`src/rtl/ram_test_pkg.sv`:
```
// Shared types for the RAM march tester: sequencer states and pattern modes.
package ram_test_pkg;

    // Sequencer states of the per-address write / read / compare loop.
    typedef enum logic [2:0] {
        IDLE  = 3'd0,
        WRITE = 3'd1,
        READ  = 3'd2,
        WAIT  = 3'd3,
        CHECK = 3'd4,
        DONE  = 3'd5
    } state_t;

    // Data pattern written to (and expected back from) each address.
    typedef enum logic [1:0] {
        MODE_INC      = 2'd0,  // seed + addr, modulo 2^DATA_W
        MODE_WALK1    = 2'd1,  // single one at bit (addr mod DATA_W)
        MODE_INV_ADDR = 2'd2,  // inverted low address bits
        MODE_CONST    = 2'd3   // seed at every address
    } mode_t;

endpackage

```
`src/rtl/ram_test_pattern.sv`:
```
// Combinational pattern generator: maps (mode, seed, addr) to the data word
// written to the RAM and expected back on read. Shared with checker-only blocks.
module ram_test_pattern
    import ram_test_pkg::*;
#(
    parameter int ADDR_W = 17,
    parameter int DATA_W = 8
) (
    input  mode_t             mode,
    input  logic [DATA_W-1:0] seed,
    input  logic [ADDR_W-1:0] addr,
    output logic [DATA_W-1:0] pattern
);

    // Address widened so that both the truncation to DATA_W bits and the
    // modulo by DATA_W stay legal for any ADDR_W / DATA_W combination.
    localparam int EXT_W = ((ADDR_W > 32) ? ADDR_W : 32) + DATA_W;

    logic [EXT_W-1:0]  addr_ext;
    logic [EXT_W-1:0]  bit_idx;
    logic [DATA_W-1:0] addr_low;

    assign addr_ext = EXT_W'(addr);
    assign addr_low = addr_ext[DATA_W-1:0];
    assign bit_idx  = addr_ext % EXT_W'(DATA_W);

    // Select the pattern for the latched mode.
    // NOTE: every output of an always_comb gets a value on every path (the
    // default here, or a case default), otherwise synthesis infers a latch.
    always_comb begin
        pattern = seed;
        case (mode)
            MODE_INC:      pattern = seed + addr_low;
            MODE_WALK1:    pattern = DATA_W'(1) << bit_idx;
            MODE_INV_ADDR: pattern = ~addr_low;
            MODE_CONST:    pattern = seed;
            default:       pattern = seed;
        endcase
    end

endmodule

```
`src/rtl/ram_march_tester.sv`:
```
// RAM self-test sequencer: for every address 0..LAST_ADDR it writes a pattern,
// reads it back RD_LAT cycles later, compares, and accumulates a saturating
// error count plus the first failing address. start/busy/done handshake.
module ram_march_tester
    import ram_test_pkg::*;
#(
    parameter int          ADDR_W    = 17,
    parameter int          DATA_W    = 8,
    parameter int unsigned LAST_ADDR = 2**ADDR_W - 1,
    parameter int          RD_LAT    = 1,   // RAM read latency, must be >= 1
    parameter int          ERR_W     = 16
) (
    input  logic              dclk,
    input  logic              rst,
    input  logic              start,
    input  logic [1:0]        mode,
    input  logic [DATA_W-1:0] seed,
    output logic              ram_en,
    output logic              ram_r_nw,
    output logic [ADDR_W-1:0] ram_addr,
    output logic [DATA_W-1:0] ram_wdata,
    input  logic [DATA_W-1:0] ram_rdata,
    output logic              busy,
    output logic              done,
    output logic              pass,
    output logic [ERR_W-1:0]  err_cnt,
    output logic [ADDR_W-1:0] first_err_addr
);

    // Latency counter holds the number of WAIT cycles still to go minus one,
    // i.e. at most RD_LAT-2.
    localparam int                LAT_W    = (RD_LAT > 2) ? $clog2(RD_LAT - 1) : 1;
    localparam logic [LAT_W-1:0]  LAT_INIT = LAT_W'((RD_LAT > 2) ? RD_LAT - 2 : 0);
    localparam logic [ADDR_W-1:0] LAST     = ADDR_W'(LAST_ADDR);

    state_t            state;
    state_t            state_nxt;
    logic [ADDR_W-1:0] addr;
    mode_t             mode_q;
    logic [DATA_W-1:0] seed_q;
    logic [LAT_W-1:0]  lat_cnt;
    logic [DATA_W-1:0] pattern;
    logic              mismatch;
    logic              at_last;

    ram_test_pattern #(
        .ADDR_W (ADDR_W),
        .DATA_W (DATA_W)
    ) u_pattern (
        .mode    (mode_q),
        .seed    (seed_q),
        .addr    (addr),
        .pattern (pattern)
    );

    assign ram_addr = addr;
    assign mismatch = (ram_rdata != pattern);
    assign at_last  = (addr == LAST);

    // State register; rst is synchronous and wins over everything else.
    // NOTE: clocked state is always assigned with <= so that every flop
    // samples the pre-edge values, independent of statement order.
    always_ff @(posedge dclk) begin
        if (rst) begin
            state <= IDLE;
        end else begin
            state <= state_nxt;
        end
    end

    // Next-state decode and Moore outputs of the sequencer.
    always_comb begin
        state_nxt = state;
        ram_en    = 1'b0;
        ram_r_nw  = 1'b1;
        ram_wdata = '0;
        busy      = 1'b0;
        done      = 1'b0;
        unique case (state)
            IDLE: begin
                if (start) state_nxt = WRITE;
            end
            WRITE: begin
                busy      = 1'b1;
                ram_en    = 1'b1;
                ram_r_nw  = 1'b0;
                ram_wdata = pattern;
                state_nxt = READ;
            end
            READ: begin
                busy      = 1'b1;
                ram_en    = 1'b1;
                state_nxt = (RD_LAT == 1) ? CHECK : WAIT;
            end
            WAIT: begin
                busy = 1'b1;
                if (lat_cnt == '0) state_nxt = CHECK;
            end
            CHECK: begin
                busy      = 1'b1;
                state_nxt = at_last ? DONE : WRITE;
            end
            DONE: begin
                done      = 1'b1;
                state_nxt = IDLE;
            end
            default: state_nxt = IDLE;
        endcase
    end

    // Sweep datapath: latched configuration, address, latency counter and
    // error bookkeeping. Results hold from DONE until the next accepted start.
    always_ff @(posedge dclk) begin
        if (rst) begin
            addr           <= '0;
            mode_q         <= MODE_INC;
            seed_q         <= '0;
            lat_cnt        <= '0;
            err_cnt        <= '0;
            first_err_addr <= '0;
            pass           <= 1'b0;
        end else begin
            case (state)
                IDLE: begin
                    if (start) begin
                        addr           <= '0;
                        mode_q         <= mode_t'(mode);
                        seed_q         <= seed;
                        err_cnt        <= '0;
                        first_err_addr <= '0;
                        pass           <= 1'b0;
                    end
                end
                READ: lat_cnt <= LAT_INIT;
                WAIT: lat_cnt <= lat_cnt - LAT_W'(1);
                CHECK: begin
                    if (mismatch) begin
                        if (err_cnt == '0) first_err_addr <= addr;
                        if (err_cnt != '1) err_cnt <= err_cnt + ERR_W'(1);
                    end
                    // pass is settled here so that it is already valid in DONE
                    if (at_last) begin
                        pass <= !mismatch && (err_cnt == '0);
                    end else begin
                        addr <= addr + ADDR_W'(1);
                    end
                end
                default: ;
            endcase
        end
    end

endmodule

```
`config.mk`:
```
export PLATFORM = sky130hd
export DESIGN_NAME = ram_march_tester
export DESIGN_NICKNAME = d
export VERILOG_FILES = /design/src/rtl/ram_test_pkg.sv /design/src/rtl/ram_test_pattern.sv /design/src/rtl/ram_march_tester.sv
export SDC_FILE = /design/constraint.sdc
export NUM_CORES = 1
export LEC_CHECK = 0
export ABC_AREA = 1
export ABC_CLOCK_PERIOD_IN_PS = 6750
export BUFFER_PORTS_ARGS = -buffer_cell sky130_fd_sc_hd__buf_2
export CORE_MARGIN = 2
export CORE_UTILIZATION = 32
export DETAILED_ROUTE_END_ITERATION = 8
export GPL_TIMING_DRIVEN = 1
export PLACE_DENSITY = 0.55
export SETUP_SLACK_MARGIN = 0.02
export SKIP_CTS_REPAIR_TIMING = 1
export SLEW_MARGIN = 30
export SYNTH_ARGS = -nofsm -noshare
export SYNTH_HDL_FRONTEND = slang
export SYNTH_SLANG_ARGS = --single-unit
```
`constraint.sdc`:
```
create_clock -name dclk -period 6.75 [get_ports dclk]
set_input_delay 1.35 -clock dclk [delete_from_list [all_inputs] [get_ports dclk]]
set_output_delay 1.35 -clock dclk [all_outputs]
set_load 0.05 [all_outputs]
```
==> results_tabular.tex, run 1 <==
\begin{tabular}{lr}
\hline
Metric & Value \\
\hline
\multicolumn{2}{l}{\textbf{Run status}} \\
\quad Status & complete, no violations \\
\multicolumn{2}{l}{\textbf{STA}} \\
\quad Setup TNS Final & 0 ns \\
\quad Max-slew headroom at the worst pin & 0.421 \\
\quad Final setup violation count & 0 \\
\quad Min cycle time layout & roughly 3.6 ns \\
\quad RSZ-0062 raised after global routing & false \\
\quad Post-route clock skew & 0.00798 ns \\
\quad Number of hold-slack violations in the final timing report & 0 \\
\quad Measured slew at the worst slew-check pin & between 0.8 and 0.9 ns \\
\quad Tcrit/Tclk final & 0.531 \\
\quad Highest achievable clock rate & approximately 280 MHz \\
\quad Final-report max-slew violation count & 0 \\
\multicolumn{2}{l}{\textbf{Critical path}} \\
\quad Largest delay contributor family on the critical path & simple AND/OR/NAND/NOR gates \\
\quad Largest driver fanout on the critical path & 10 \\
\quad Kind of launch point of the worst setup path & flip-flop \\
\quad Delay of the slowest critical-path stage & around 0.55 ns \\
\quad Crit path arrival time & $\sim$2.2 ns \\
\quad Worst path required time & about 5.4 ns \\
\quad CP endpoint kind & output port \\
\quad Category of the critical setup timing path & flip-flop to output port \\
\quad Dominant cell type by count on the critical path & nand2\_1 \\
\quad Crit-path cells & ha\_1 > nand2\_1 > nand2\_1 > inv\_1 > nand2\_1 > nand2\_1 > nand3\_1 > nand3\_1 > nand2\_1 > nor2\_1 > buf\_2 \\
\quad Worst path slowest cell & dfxtp\_1 \\
\quad CP Buf/Inv Count & 2 \\
\multicolumn{2}{l}{\textbf{Power}} \\
\quad Flop pwr share & 0.370 \\
\quad Internal power & a little under 800 µW \\
\quad Reported net switching power & roughly 390 µW \\
\quad Fraction of power spent switching nets & 0.331 \\
\quad Clock share of power & 0.397 \\
\quad Leakage & roughly 0.0024 µW \\
\quad VDD IR-drop max & 0.112 mV \\
\quad Pwr dens & roughly 240 nW/µm² \\
\quad Logic gate share of total power & 0.233 \\
\multicolumn{2}{l}{\textbf{Yosys}} \\
\quad Number of distinct library cell variants in the gate-level netlist after synthesis & 33 \\
\quad Combinational family with the most area after synthesis & simple AND/OR/NAND/NOR gates \\
\quad Average footprint of a synthesized cell & about 6.2 µm² \\
\quad Flops \& latches, synth & 65 \\
\quad Cells taking the most area after synthesis & dfxtp\_1 (32\%), nand2\_1 (15\%), nand3\_1 (10\%) \\
\quad Portion of the post-synthesis area used by sequential elements & 0.320 \\
\quad Share of cell area taken by muxes after synthesis & 0 \\
\quad Warnings from Yosys & 0 \\
\quad Post-synthesis share of cell area spent on full adders, half adders and majority gates & 0.0541 \\
\quad Share of the synthesized area in the top cell type & 0.320 \\
\quad Post-Synthesis Cells & approximately 660 \\
\quad Netlist Area Pre-Place & $\sim$4100 µm² \\
\quad Compound-cell area share of the yosys netlist & 0.141 \\
\quad Synth area leader & dfxtp\_1 \\
\quad Post-synthesis net count & 694 \\
\quad Simple-gate share of the synthesized area & 0.364 \\
\quad XOR/XNOR share of the synthesized area & 0.00431 \\
\multicolumn{2}{l}{\textbf{Clocking}} \\
\quad Maximum clock path buffer count & 2 \\
\quad Master cell of the clock root buffer & clkbuf\_16 \\
\quad CTS Buf Count & 9 \\
\quad TritonCTS clock tree & done \\
\quad H-Tree Level Count & 3 \\
\quad Clock input transition at the sequential cells of the worst setup and hold paths & 0.05 ns \\
\quad Clock Sink Count & 65 \\
\quad Clock latency on the worst-skew pair & $\sim$0.33 ns \\
\multicolumn{2}{l}{\textbf{Hold path}} \\
\quad Path class of the lowest-slack min-delay path & flip-flop to flip-flop \\
\multicolumn{2}{l}{\textbf{Placement}} \\
\quad Port Buffers & 83 \\
\quad Last weighted congestion value of the routability-driven placer & approximately 0.9 \\
\quad Total half-perimeter wirelength after legalization and detailed placement & around 8.8 mm \\
\multicolumn{2}{l}{\textbf{Floorplan}} \\
\quad Width of the die & 117 µm \\
\quad Floorplan die height & 117 µm \\
\quad Top-Level Pins & 84 \\
\quad Placeable core region & $\sim$13,000 µm² \\
\quad Total die area & between 10,000 and 15,000 µm² \\
\quad Row count & 41 \\
\quad Initial standard-cell utilization of the core & 0.325 \\
\multicolumn{2}{l}{\textbf{Final layout}} \\
\quad Area of all sequential standard cells & 1300 µm² \\
\quad Top library cells by usage in the layout, fill and taps aside & nand2\_1 (163), inv\_1 (83), nand3\_1 (83), buf\_2 (83), nor2\_1 (79) \\
\quad Number of inserted diodes & 0 \\
\quad Fraction of final layout cells sized beyond drive strength 1 & 0.158 \\
\quad \# nets final & $\sim$770 \\
\quad Post-layout util & 0.392 \\
\quad Area of the multi-input gates & 2310 µm² \\
\quad Area Overhead vs Synth & 20.6\% \\
\quad Final-layout fill cell count & 1,403 \\
\quad Leading cell type in the layout, fill and taps excluded & nand2\_1 \\
\multicolumn{2}{l}{\textbf{GRT}} \\
\quad Global-route wire length before repair & 19.2 mm \\
\quad Gr ovfl total & 0 \\
\quad Largest net degree at the start of global routing & 67 \\
\quad Initial antenna violation count & 0 \\
\quad Vias in the first global route & 3,903 \\
\quad All-layer global routing usage & 0.180 \\
\multicolumn{2}{l}{\textbf{Route}} \\
\quad Post-route DRC & 0 \\
\quad Violation count after the first detailed-route iteration & 378 \\
\quad Post-DR wirelength/cell & about 13 µm \\
\quad Number of detailed-routing iterations run before antenna repair & 5 \\
\quad Via total after detailed routing & $\sim$4,400 \\
\quad Routed wire length & 11.8 mm \\
\quad Detailed-route vias per instance & a little under 5 \\
\quad DRT antenna net count & 0 \\
\multicolumn{2}{l}{\textbf{Flow run}} \\
\quad Max-cap viol count & 0 \\
\hline
\end{tabular}
==> cell usage after synthesis <==
master	count
and3_1	1
clkbuf_2	1
nand4_1	5
o221ai_1	2
xor2_1	2
nor3_1	8
nor3b_1	1
dfxtp_1	65
ha_1	16
nand2_2	2
o31ai_1	1
o21a_1	2
o21ai_1	3
nand3b_1	1
inv_1	83
o211ai_1	4
fa_1	1
nand3_1	84
o2111ai_1	1
o21ai_0	22
a31oi_1	2
inv_2	5
clkbuf_1	15
a21oi_1	62
a211oi_1	4
nor4_1	3
o22ai_1	3
buf_6	5
or2_2	4
buf_2	4
nand2_1	163
nor2_1	80
clkinv_1	1
==> logic make-up after synthesis <==
logic type      after synthesis
flops                        65
buf+inv                     114
simple gates                352
xor+xnor                      2
compound gates              106
fa+ha+maj                    17
==> power by group through the flow <==
stage | sequential (µW) | combinational, µW | clock, µW
5_1_grt | 435 | 303 | 490
6_report | 431 | 271 | 462
2_1_floorplan | 495 | 148 | 0
4_1_cts | 431 | 272 | 473
3_5_place_dp | 439 | 271 | 0
3_3_place_gp | 438 | 267 | 0
==> worst register-to-register path: cells and delay by family, from the launching register on <==
kind            cells  cell delay [ns]
flops               1             0.52
compound gates      2             0.19
buf+inv             3             0.19
fa+ha+maj           2             0.50
simple gates       14             1.84
==> through the flow <==
stage	hold slack, ns	instance area (µm²)	power, µW	instances	setup WS [ns]
finish	0.471	4910	1160	907	3.17
global route	0.492	4910	1230	907	2.88
CTS	0.472	4910	1180	907	3.14
detailed placement	0.463	4620	710	891	3.17
global placement	0.454	4620	706	891	3.25
floorplan	0.436	4070	643	656	3.08
==> path summary, 6_finish.rpt <==
check                                    end                       startpoint  depth (start not counted)  slack (ns)
min          first_err_addr[11]$_SDFFE_PP0P_  first_err_addr[11]$_SDFFE_PP0P_                          2        0.47
max                             ram_wdata[7]         ram_addr[2]$_SDFFE_PP0P_                         11        3.17
max reg2reg        ram_addr[13]$_SDFFE_PP0P_         ram_addr[1]$_SDFFE_PP0P_                         21        3.40
min reg2reg  first_err_addr[11]$_SDFFE_PP0P_  first_err_addr[11]$_SDFFE_PP0P_                          2        0.47
==> layout make-up <==
type | count | share of cell area
Clock buffer | 13 | 0.0510
Clock inverter | 3 | 0.00816
Inverter | 89 | 0.0681
Multi-Input combinational cell | 477 | 0.471
Sequential cell | 65 | 0.265
Tap cell | 172 | 0.0439
Timing Repair Buffer | 88 | 0.0923
==> layer usage <==
layer | GRT usage | share of wire | up-vias
met5 | 0 | 0 | -
met4 | 0.0447 | 0.015 | 0
met3 | 0.0483 | 0.056 | 14
met2 | 0.261 | 0.42 | 113
met1 | 0.264 | 0.51 | 1999
li1 | - | - | 2287
==> state kept, by name, summed over array words and instances (netlist names) <==
signal          count
first_err_addr     17
ram_addr           17
err_cnt            16
seed_q              8
state               3
mode_q              2
lat_cnt             1
pass                1
Power figures use the tool's default switching activity.
==> run 2: changes to the inputs <==
Settings changed: ABC_CLOCK_PERIOD_IN_PS 6750 to 3600.
Clock period 6.75 ns to 3.6 ns, I/O delays scaled along.
==> run 2 against run 1 <==
Register-to-register slack got worse by 2.9 ns. Hold slack got worse by 0.0046 ns. Sequential share of layout area decreased by 0.26 points. Utilization increased by 0.39 points. Global-route usage decreased by 0.31 points. Clock-buffer cell count unchanged. Clock power increased by 87%. Die area unchanged.
==> results_tabular.tex, run 2 (synthesis gave the netlist of run 1 again) <==
\begin{tabular}{lr}
\hline
Metric & Value \\
\hline
\multicolumn{2}{l}{\textbf{Final layout}} \\
\quad Area Overhead vs Synth & 21.8\% \\
\quad Leading cell type in the layout, fill and taps excluded & nand2\_1 \\
\quad Number of inserted diodes & 0 \\
\quad Post-layout util & 0.396 \\
\quad \# nets final & around 770 \\
\quad Cell Count, Final, Fillers Out & 911 \\
\quad Top library cells by usage in the layout, fill and taps aside & nand2\_1 (163), inv\_1 (83), nand3\_1 (83), buf\_2 (83), nor2\_1 (79) \\
\quad Fraction of final layout cells sized beyond drive strength 1 & 0.164 \\
\multicolumn{2}{l}{\textbf{Critical path}} \\
\quad Largest delay contributor family on the critical path & simple AND/OR/NAND/NOR gates \\
\quad Worst path required time & 3.81 ns \\
\quad Startpoint of the lowest-slack register-to-register path & ram\_addr[0]\$\_SDFFE\_PP0P\_ \\
\quad CP Buf/Inv Count & 3 \\
\quad CP endpoint kind & flip-flop \\
\quad Kind of launch point of the worst setup path & flip-flop \\
\quad Worst reg2reg path endpoint & ram\_addr[13]\$\_SDFFE\_PP0P\_ \\
\quad Delay of the slowest critical-path stage & around 0.43 ns \\
\quad Worst reg-to-reg path cell count & 21 \\
\quad Crit path arrival time & about 3.3 ns \\
\quad Category of the critical setup timing path & flip-flop to flip-flop \\
\quad Worst path slowest cell & dfxtp\_1 \\
\quad Flop-to-flop setup slack & 0.54 ns \\
\quad Crit-path cells & ha\_1 > nand2\_1 > nor3\_1 > inv\_1 > nor4\_2 > nand2\_1 > nor3\_1 > ha\_1 > inv\_1 > nand2\_1 > nand2\_2 > nand2\_1 > nor2\_1 > nand2\_1 > nor2\_1 > nand2\_1 > inv\_2 > nand2\_1 > nor2\_1 > o21ai\_0 > a21oi\_1 \\
\quad Dominant cell type by count on the critical path & nand2\_1 \\
\quad Largest driver fanout on the critical path & 8 \\
\multicolumn{2}{l}{\textbf{GRT}} \\
\quad Initial antenna violation count & 0 \\
\quad Largest net degree at the start of global routing & 67 \\
\quad Vias in the first global route & just under 4,000 \\
\quad All-layer global routing usage & 0.177 \\
\quad Gr ovfl total & 0 \\
\quad Global-route wire length before repair & about 19 mm \\
\multicolumn{2}{l}{\textbf{STA}} \\
\quad Final-report max-slew violation count & 0 \\
\quad Final setup violation count & 0 \\
\quad Number of hold-slack violations in the final timing report & 0 \\
\quad RSZ-0062 raised after global routing & false \\
\quad Post-route clock skew & 0.00663 ns \\
\quad Min cycle time layout & 3.06 ns \\
\quad Highest achievable clock rate & $\sim$330 MHz \\
\quad Measured slew at the worst slew-check pin & about 0.57 ns \\
\quad Tcrit/Tclk final & 0.850 \\
\quad Setup TNS Final & 0 ns \\
\quad Min Hold Slack & roughly 0.47 ns \\
\quad Max-slew headroom at the worst pin & 0.621 \\
\multicolumn{2}{l}{\textbf{Clocking}} \\
\quad Clock latency on the worst-skew pair & approximately 0.33 ns \\
\quad TritonCTS clock tree & done \\
\quad H-Tree Level Count & 3 \\
\quad Master cell of the clock root buffer & clkbuf\_16 \\
\quad Maximum clock path buffer count & 2 \\
\quad Clock input transition at the sequential cells of the worst setup and hold paths & $\sim$0.05 ns \\
\quad CTS Buf Count & 9 \\
\quad Clock Sink Count & 65 \\
\multicolumn{2}{l}{\textbf{Power}} \\
\quad VDD IR-drop max & approximately 0.22 mV \\
\quad Design Power & about 2200 µW \\
\quad Pwr dens & roughly 440 nW/µm² \\
\quad Leakage & 0.00243 µW \\
\multicolumn{2}{l}{\textbf{Floorplan}} \\
\quad Width of the die & 117 µm \\
\quad Top-Level Pins & 84 \\
\quad Floorplan die height & $\sim$120 µm \\
\quad Row count & 41 \\
\quad Total die area & 13,600 µm² \\
\quad Initial standard-cell utilization of the core & 0.325 \\
\quad Placeable core region & 12,500 µm² \\
\multicolumn{2}{l}{\textbf{Route}} \\
\quad Number of detailed-routing iterations run before antenna repair & 5 \\
\quad Routed wire length & 11.8 mm \\
\quad Violation count after the first detailed-route iteration & 288 \\
\quad Post-DR wirelength/cell & around 13 µm \\
\quad Detailed-route vias per instance & 4.79 \\
\quad Post-route DRC & 0 \\
\quad Via total after detailed routing & 4,366 \\
\quad DRT antenna net count & 0 \\
\multicolumn{2}{l}{\textbf{Placement}} \\
\quad Total half-perimeter wirelength after legalization and detailed placement & 8.93 mm \\
\quad Total placed cells including tap cells & just under 900 \\
\quad Port Buffers & just over 80 \\
\quad Last weighted congestion value of the routability-driven placer & 0.831 \\
\multicolumn{2}{l}{\textbf{Hold path}} \\
\quad Min-Delay Endpoint & lat\_cnt\$\_SDFFE\_PP0N\_ \\
\quad Count of cells along the worst hold path & 1 \\
\quad Startpoint of the lowest-slack hold path & lat\_cnt\$\_SDFFE\_PP0N\_ \\
\quad Path class of the lowest-slack min-delay path & flip-flop to flip-flop \\
\multicolumn{2}{l}{\textbf{Run status}} \\
\quad Status & complete, no violations \\
\multicolumn{2}{l}{\textbf{Flow run}} \\
\quad Max-cap viol count & 0 \\
\hline
\end{tabular}
==> run 2: cell types whose count changed in the layout (fill, tap and decap cells not counted), sizes merged <==
cell / delta
buf: +4
==> run 2: layout make-up <==
type                       instances  area, µm²
fill                            1396       7560
multi-input combinational        477       2320
sequential                        65       1300
timing repair buffer              92        495
inverter                          89        334
clock buffer                      13        250
tap                              172        215
clock inverter                     3       40.0
==> run 2: worst register-to-register path: cells and delay by family (launching register included) <==
kind	cells	cell delay, ns
compound gates	2	0.20
fa+ha+maj	2	0.46
flops	1	0.43
simple gates	14	1.64
buf+inv	3	0.22
==> run 2: power breakdown <==
| part | internal, µW | switching (µW) | total (µW) |
|---|---|---|---|
| sequential | 766 | 43.0 | 809 |
| combinational | 143 | 365 | 509 |
| clock | 553 | 312 | 865 |
==> run 2: worst max-delay path by stage <==
stage,from,end,cells past startpoint
final,ram_addr[0]$_SDFFE_PP0P_,ram_addr[13]$_SDFFE_PP0P_,21
after global routing,ram_addr[0]$_SDFFE_PP0P_,ram_addr[13]$_SDFFE_PP0P_,21
after CTS,ram_addr[0]$_SDFFE_PP0P_,ram_addr[13]$_SDFFE_PP0P_,21
after detailed placement,ram_addr[0]$_SDFFE_PP0P_,ram_addr[13]$_SDFFE_PP0P_,21
after global placement,ram_addr[0]$_SDFFE_PP0P_,ram_addr[13]$_SDFFE_PP0P_,21
after floorplan,ram_addr[1]$_SDFFE_PP0P_,ram_addr[13]$_SDFFE_PP0P_,21
==> run 2: stage by stage <==
stage | area, µm² | worst slack, ns
final | 4950 | 0.541
after floorplan | 4070 | 0.366
after CTS | 4950 | 0.386
after global placement | 4660 | 0.620
after global routing | 4950 | 0.186
after detailed placement | 4660 | 0.406
==> run 2: per-layer routing <==
| metal | wire (µm) | vias to the layer above | GRT usage |
|---|---|---|---|
| li1 | - | 2290 | - |
| met1 | 5880 | 1932 | 0.255 |
| met2 | 5010 | 129 | 0.263 |
| met3 | 735 | 15 | 0.0400 |
| met4 | 172 | 0 | 0.0510 |
| met5 | 0 | - | 0 |
==> run 3: changes to the inputs <==
Settings changed: ABC_AREA 1 to 0, ABC_CLOCK_PERIOD_IN_PS 3600 to 2550, PLACE_DENSITY 0.55 to 0.57.
Clock period 3.6 ns to 2.55 ns, I/O delays scaled along.
==> run 3 against run 2 <==
The flow now finishes with violations (setup timing). First-iteration DRC count shrank 14%. Cell area grew 25%. Register-to-register slack lost 1.1 ns. Utilization grew 9.4 points. Largest cell class unchanged. Hold slack lost 0.075 ns. Non-clock buffer count grew 84. Global-route usage grew 0.53 points. Routed wire length grew 13%. Critical path depth shrank 11. Clock skew grew 0.0035 ns.
==> results_tabular.tex, run 3 <==
\begin{tabular}{lr}
\hline
Metric & Value \\
\hline
\multicolumn{2}{l}{\textbf{Yosys}} \\
\quad Leading cell type by number of instances after synthesis & dfxtp\_1 \\
\quad Post-synthesis net count & between 500 and 600 \\
\quad Count of flip-flops with a built-in enable after synthesis & 0 \\
\quad Warnings from Yosys & 0 \\
\quad Cells taking the most area after synthesis & dfxtp\_1 (32\%), ha\_1 (4.9\%), nand2\_1 (4.4\%) \\
\quad Post-Synthesis Cells & approximately 490 \\
\quad Netlist Area Pre-Place & 4120 µm² \\
\quad Flops \& latches, synth & 65 \\
\quad Most used DFF post-synth & dfxtp\_1 \\
\quad Portion of the post-synthesis area used by sequential elements & 0.316 \\
\quad Async S/R FF share, synth & 0 \\
\quad Number of distinct library cell variants in the gate-level netlist after synthesis & 77 \\
\quad Share of the synthesized area in the top cell type & 0.316 \\
\quad Most common library cells after synthesis & dfxtp\_1 (65), nand2\_1 (48), nor2\_1 (39) \\
\quad Synth area leader & dfxtp\_1 \\
\quad Average footprint of a synthesized cell & 8.43 µm² \\
\multicolumn{2}{l}{\textbf{STA}} \\
\quad Final setup violation count & 40 \\
\quad Highest achievable clock rate & approximately 320 MHz \\
\quad Post-route clock skew & between 0.01 and 0.015 ns \\
\quad RSZ-0062 raised after global routing & true \\
\quad Final worst setup slack & -0.567 ns \\
\quad Final-report max-slew violation count & 0 \\
\quad Tcrit/Tclk final & 1.22 \\
\quad Number of hold-slack violations in the final timing report & 0 \\
\quad Measured slew at the worst slew-check pin & 0.577 ns \\
\quad Max-slew headroom at the worst pin & 0.612 \\
\quad Min cycle time layout & 3.12 ns \\
\quad Setup TNS Final & -17.90 ns \\
\multicolumn{2}{l}{\textbf{Route}} \\
\quad Post-DR wirelength/cell & between 15 and 20 µm \\
\quad DRT antenna net count & 0 \\
\quad Routed wire length & approximately 13 mm \\
\quad Detailed-route vias per instance & about 5.3 \\
\quad Post-route DRC & 0 \\
\quad Violation count after the first detailed-route iteration & around 250 \\
\quad Number of detailed-routing iterations run before antenna repair & 4 \\
\quad Via total after detailed routing & roughly 4,400 \\
\multicolumn{2}{l}{\textbf{Floorplan}} \\
\quad Width of the die & between 100 and 150 µm \\
\quad Initial standard-cell utilization of the core & 0.327 \\
\quad Floorplan die height & approximately 120 µm \\
\quad Total die area & about 14,000 µm² \\
\quad Top-Level Pins & 84 \\
\quad Placeable core region & $\sim$13,000 µm² \\
\quad Row count & between 40 and 50 \\
\multicolumn{2}{l}{\textbf{Critical path}} \\
\quad Kind of launch point of the worst setup path & flip-flop \\
\quad Largest driver fanout on the critical path & 4 \\
\quad Category of the critical setup timing path & flip-flop to output port \\
\quad Crit path arrival time & 2.61 ns \\
\quad CP endpoint kind & output port \\
\quad Worst path required time & about 2.0 ns \\
\quad Flop-to-flop setup slack & -0.52 ns \\
\multicolumn{2}{l}{\textbf{Final layout}} \\
\quad Area of all sequential standard cells & 1340 µm² \\
\quad Fraction of final layout cells sized beyond drive strength 1 & 0.426 \\
\quad \# nets final & 686 \\
\quad Top library cells by usage in the layout, fill and taps aside & buf\_4 (83), buf\_2 (75), dfxtp\_1 (53), nand2\_1 (47), nor2\_1 (36) \\
\quad Final-layout fill cell count & 1,276 \\
\quad Leading cell type in the layout, fill and taps excluded & buf\_4 \\
\quad Area Overhead vs Synth & 50.0\% \\
\quad Number of inserted diodes & 0 \\
\quad Area of the multi-input gates & around 3000 µm² \\
\multicolumn{2}{l}{\textbf{GRT}} \\
\quad Gr ovfl total & 0 \\
\quad Global-route wire length before repair & just over 20 mm \\
\quad All-layer global routing usage & 0.182 \\
\quad Largest net degree at the start of global routing & 30 \\
\quad Vias in the first global route & 4,074 \\
\quad Initial antenna violation count & 0 \\
\multicolumn{2}{l}{\textbf{Clocking}} \\
\quad Maximum clock path buffer count & 2 \\
\quad Clock input transition at the sequential cells of the worst setup and hold paths & around 0.060 ns \\
\quad Master cell of the clock root buffer & clkbuf\_16 \\
\quad TritonCTS clock tree & done \\
\quad Clock Sink Count & 65 \\
\quad H-Tree Level Count & 3 \\
\quad Clock latency on the worst-skew pair & 0.35 ns \\
\quad CTS Buf Count & 9 \\
\multicolumn{2}{l}{\textbf{Hold path}} \\
\quad Path class of the lowest-slack min-delay path & primary input to flip-flop \\
\multicolumn{2}{l}{\textbf{Run status}} \\
\quad Violations in the final reports & setup timing \\
\quad Status & finished, violations left \\
\multicolumn{2}{l}{\textbf{Placement}} \\
\quad Last weighted congestion value of the routability-driven placer & approximately 0.9 \\
\quad Dpl ws & -0.403 ns \\
\quad Total half-perimeter wirelength after legalization and detailed placement & $\sim$9.7 mm \\
\quad Port Buffers & 83 \\
\multicolumn{2}{l}{\textbf{Power}} \\
\quad Pwr dens & 475 nW/µm² \\
\quad Leakage & approximately 0.0025 µW \\
\quad VDD IR-drop max & between 0.2 and 0.3 mV \\
\multicolumn{2}{l}{\textbf{Flow run}} \\
\quad Max-cap viol count & 0 \\
\hline
\end{tabular}
-- run 3: critical path: stages (launching register included) --
cell	delay, ns
dfxtp_4	0.35
ha_4	0.16
fa_2	0.37
a211oi_4	0.26
nor2_1	0.08
o311a_1	0.35
buf_4	0.15
mux2i_1	0.11
nor2_1	0.08
nor3_4	0.17
buf_6	0.18
-- run 3: per-stage QoR --
step,std cells,hold WS (ns),area (µm²),utilization,power [µW]
after floorplan,489,0.448,4340,-,1370
after global placement,795,0.456,5450,0.432,1530
after detailed placement,795,0.463,5450,0.432,1540
after CTS,811,0.391,5780,0.458,2920
after global routing,825,0.397,6190,0.490,3050
final,825,0.392,6190,0.490,2940
-- run 3: final timing paths --
kind | from | end | cells past startpoint
min reg2reg | first_err_addr[7]$_SDFFE_PP0P_ | first_err_addr[7]$_SDFFE_PP0P_ | 1
max reg2reg | ram_addr[0]$_SDFFE_PP0P_ | err_cnt[0]$_SDFFE_PP0P_ | 13
min | seed[3] | seed_q[3]$_SDFFE_PP0P_ | 3
max | ram_addr[0]$_SDFFE_PP0P_ | ram_wdata[6] | 10
-- run 3: report_power, final --
part           switching, µW  total (µW)  internal (µW)
registers               16.5        1040           1020
clock network            465        1380            911
logic                    296         523            228
total                    777        2940           2160
-- run 3: cell families after synthesis --
family                     after synthesis  share of synthesized area
AOI/OAI and AO/OA                      125                      0.233
buffers and inverters                   38                     0.0467
adders and majority gates               17                     0.0534
xor gates and xnor gates                18                     0.0401
muxes                                   11                     0.0310
and+or+nand+nor                        215                      0.280
DFF                                     65                      0.316
-- run 3: per-layer routing --
| layer | wire [µm] | up-vias | track usage |
|---|---|---|---|
| met5 | 0 | - | 0 |
| met4 | 243 | 0 | 0.0633 |
| met3 | 650 | 20 | 0.0378 |
| met2 | 6370 | 123 | 0.292 |
| met1 | 6120 | 2085 | 0.243 |
| li1 | - | 2128 | - |
-- run 3: layout make-up --
class                   count  share of cell area
repair buffers            176               0.204
multi-input cells         388               0.487
well taps                 172              0.0348
clock inverters             5              0.0125
flip-flops and latches     65               0.216
clock buffers              11              0.0411
inverters                   8             0.00485
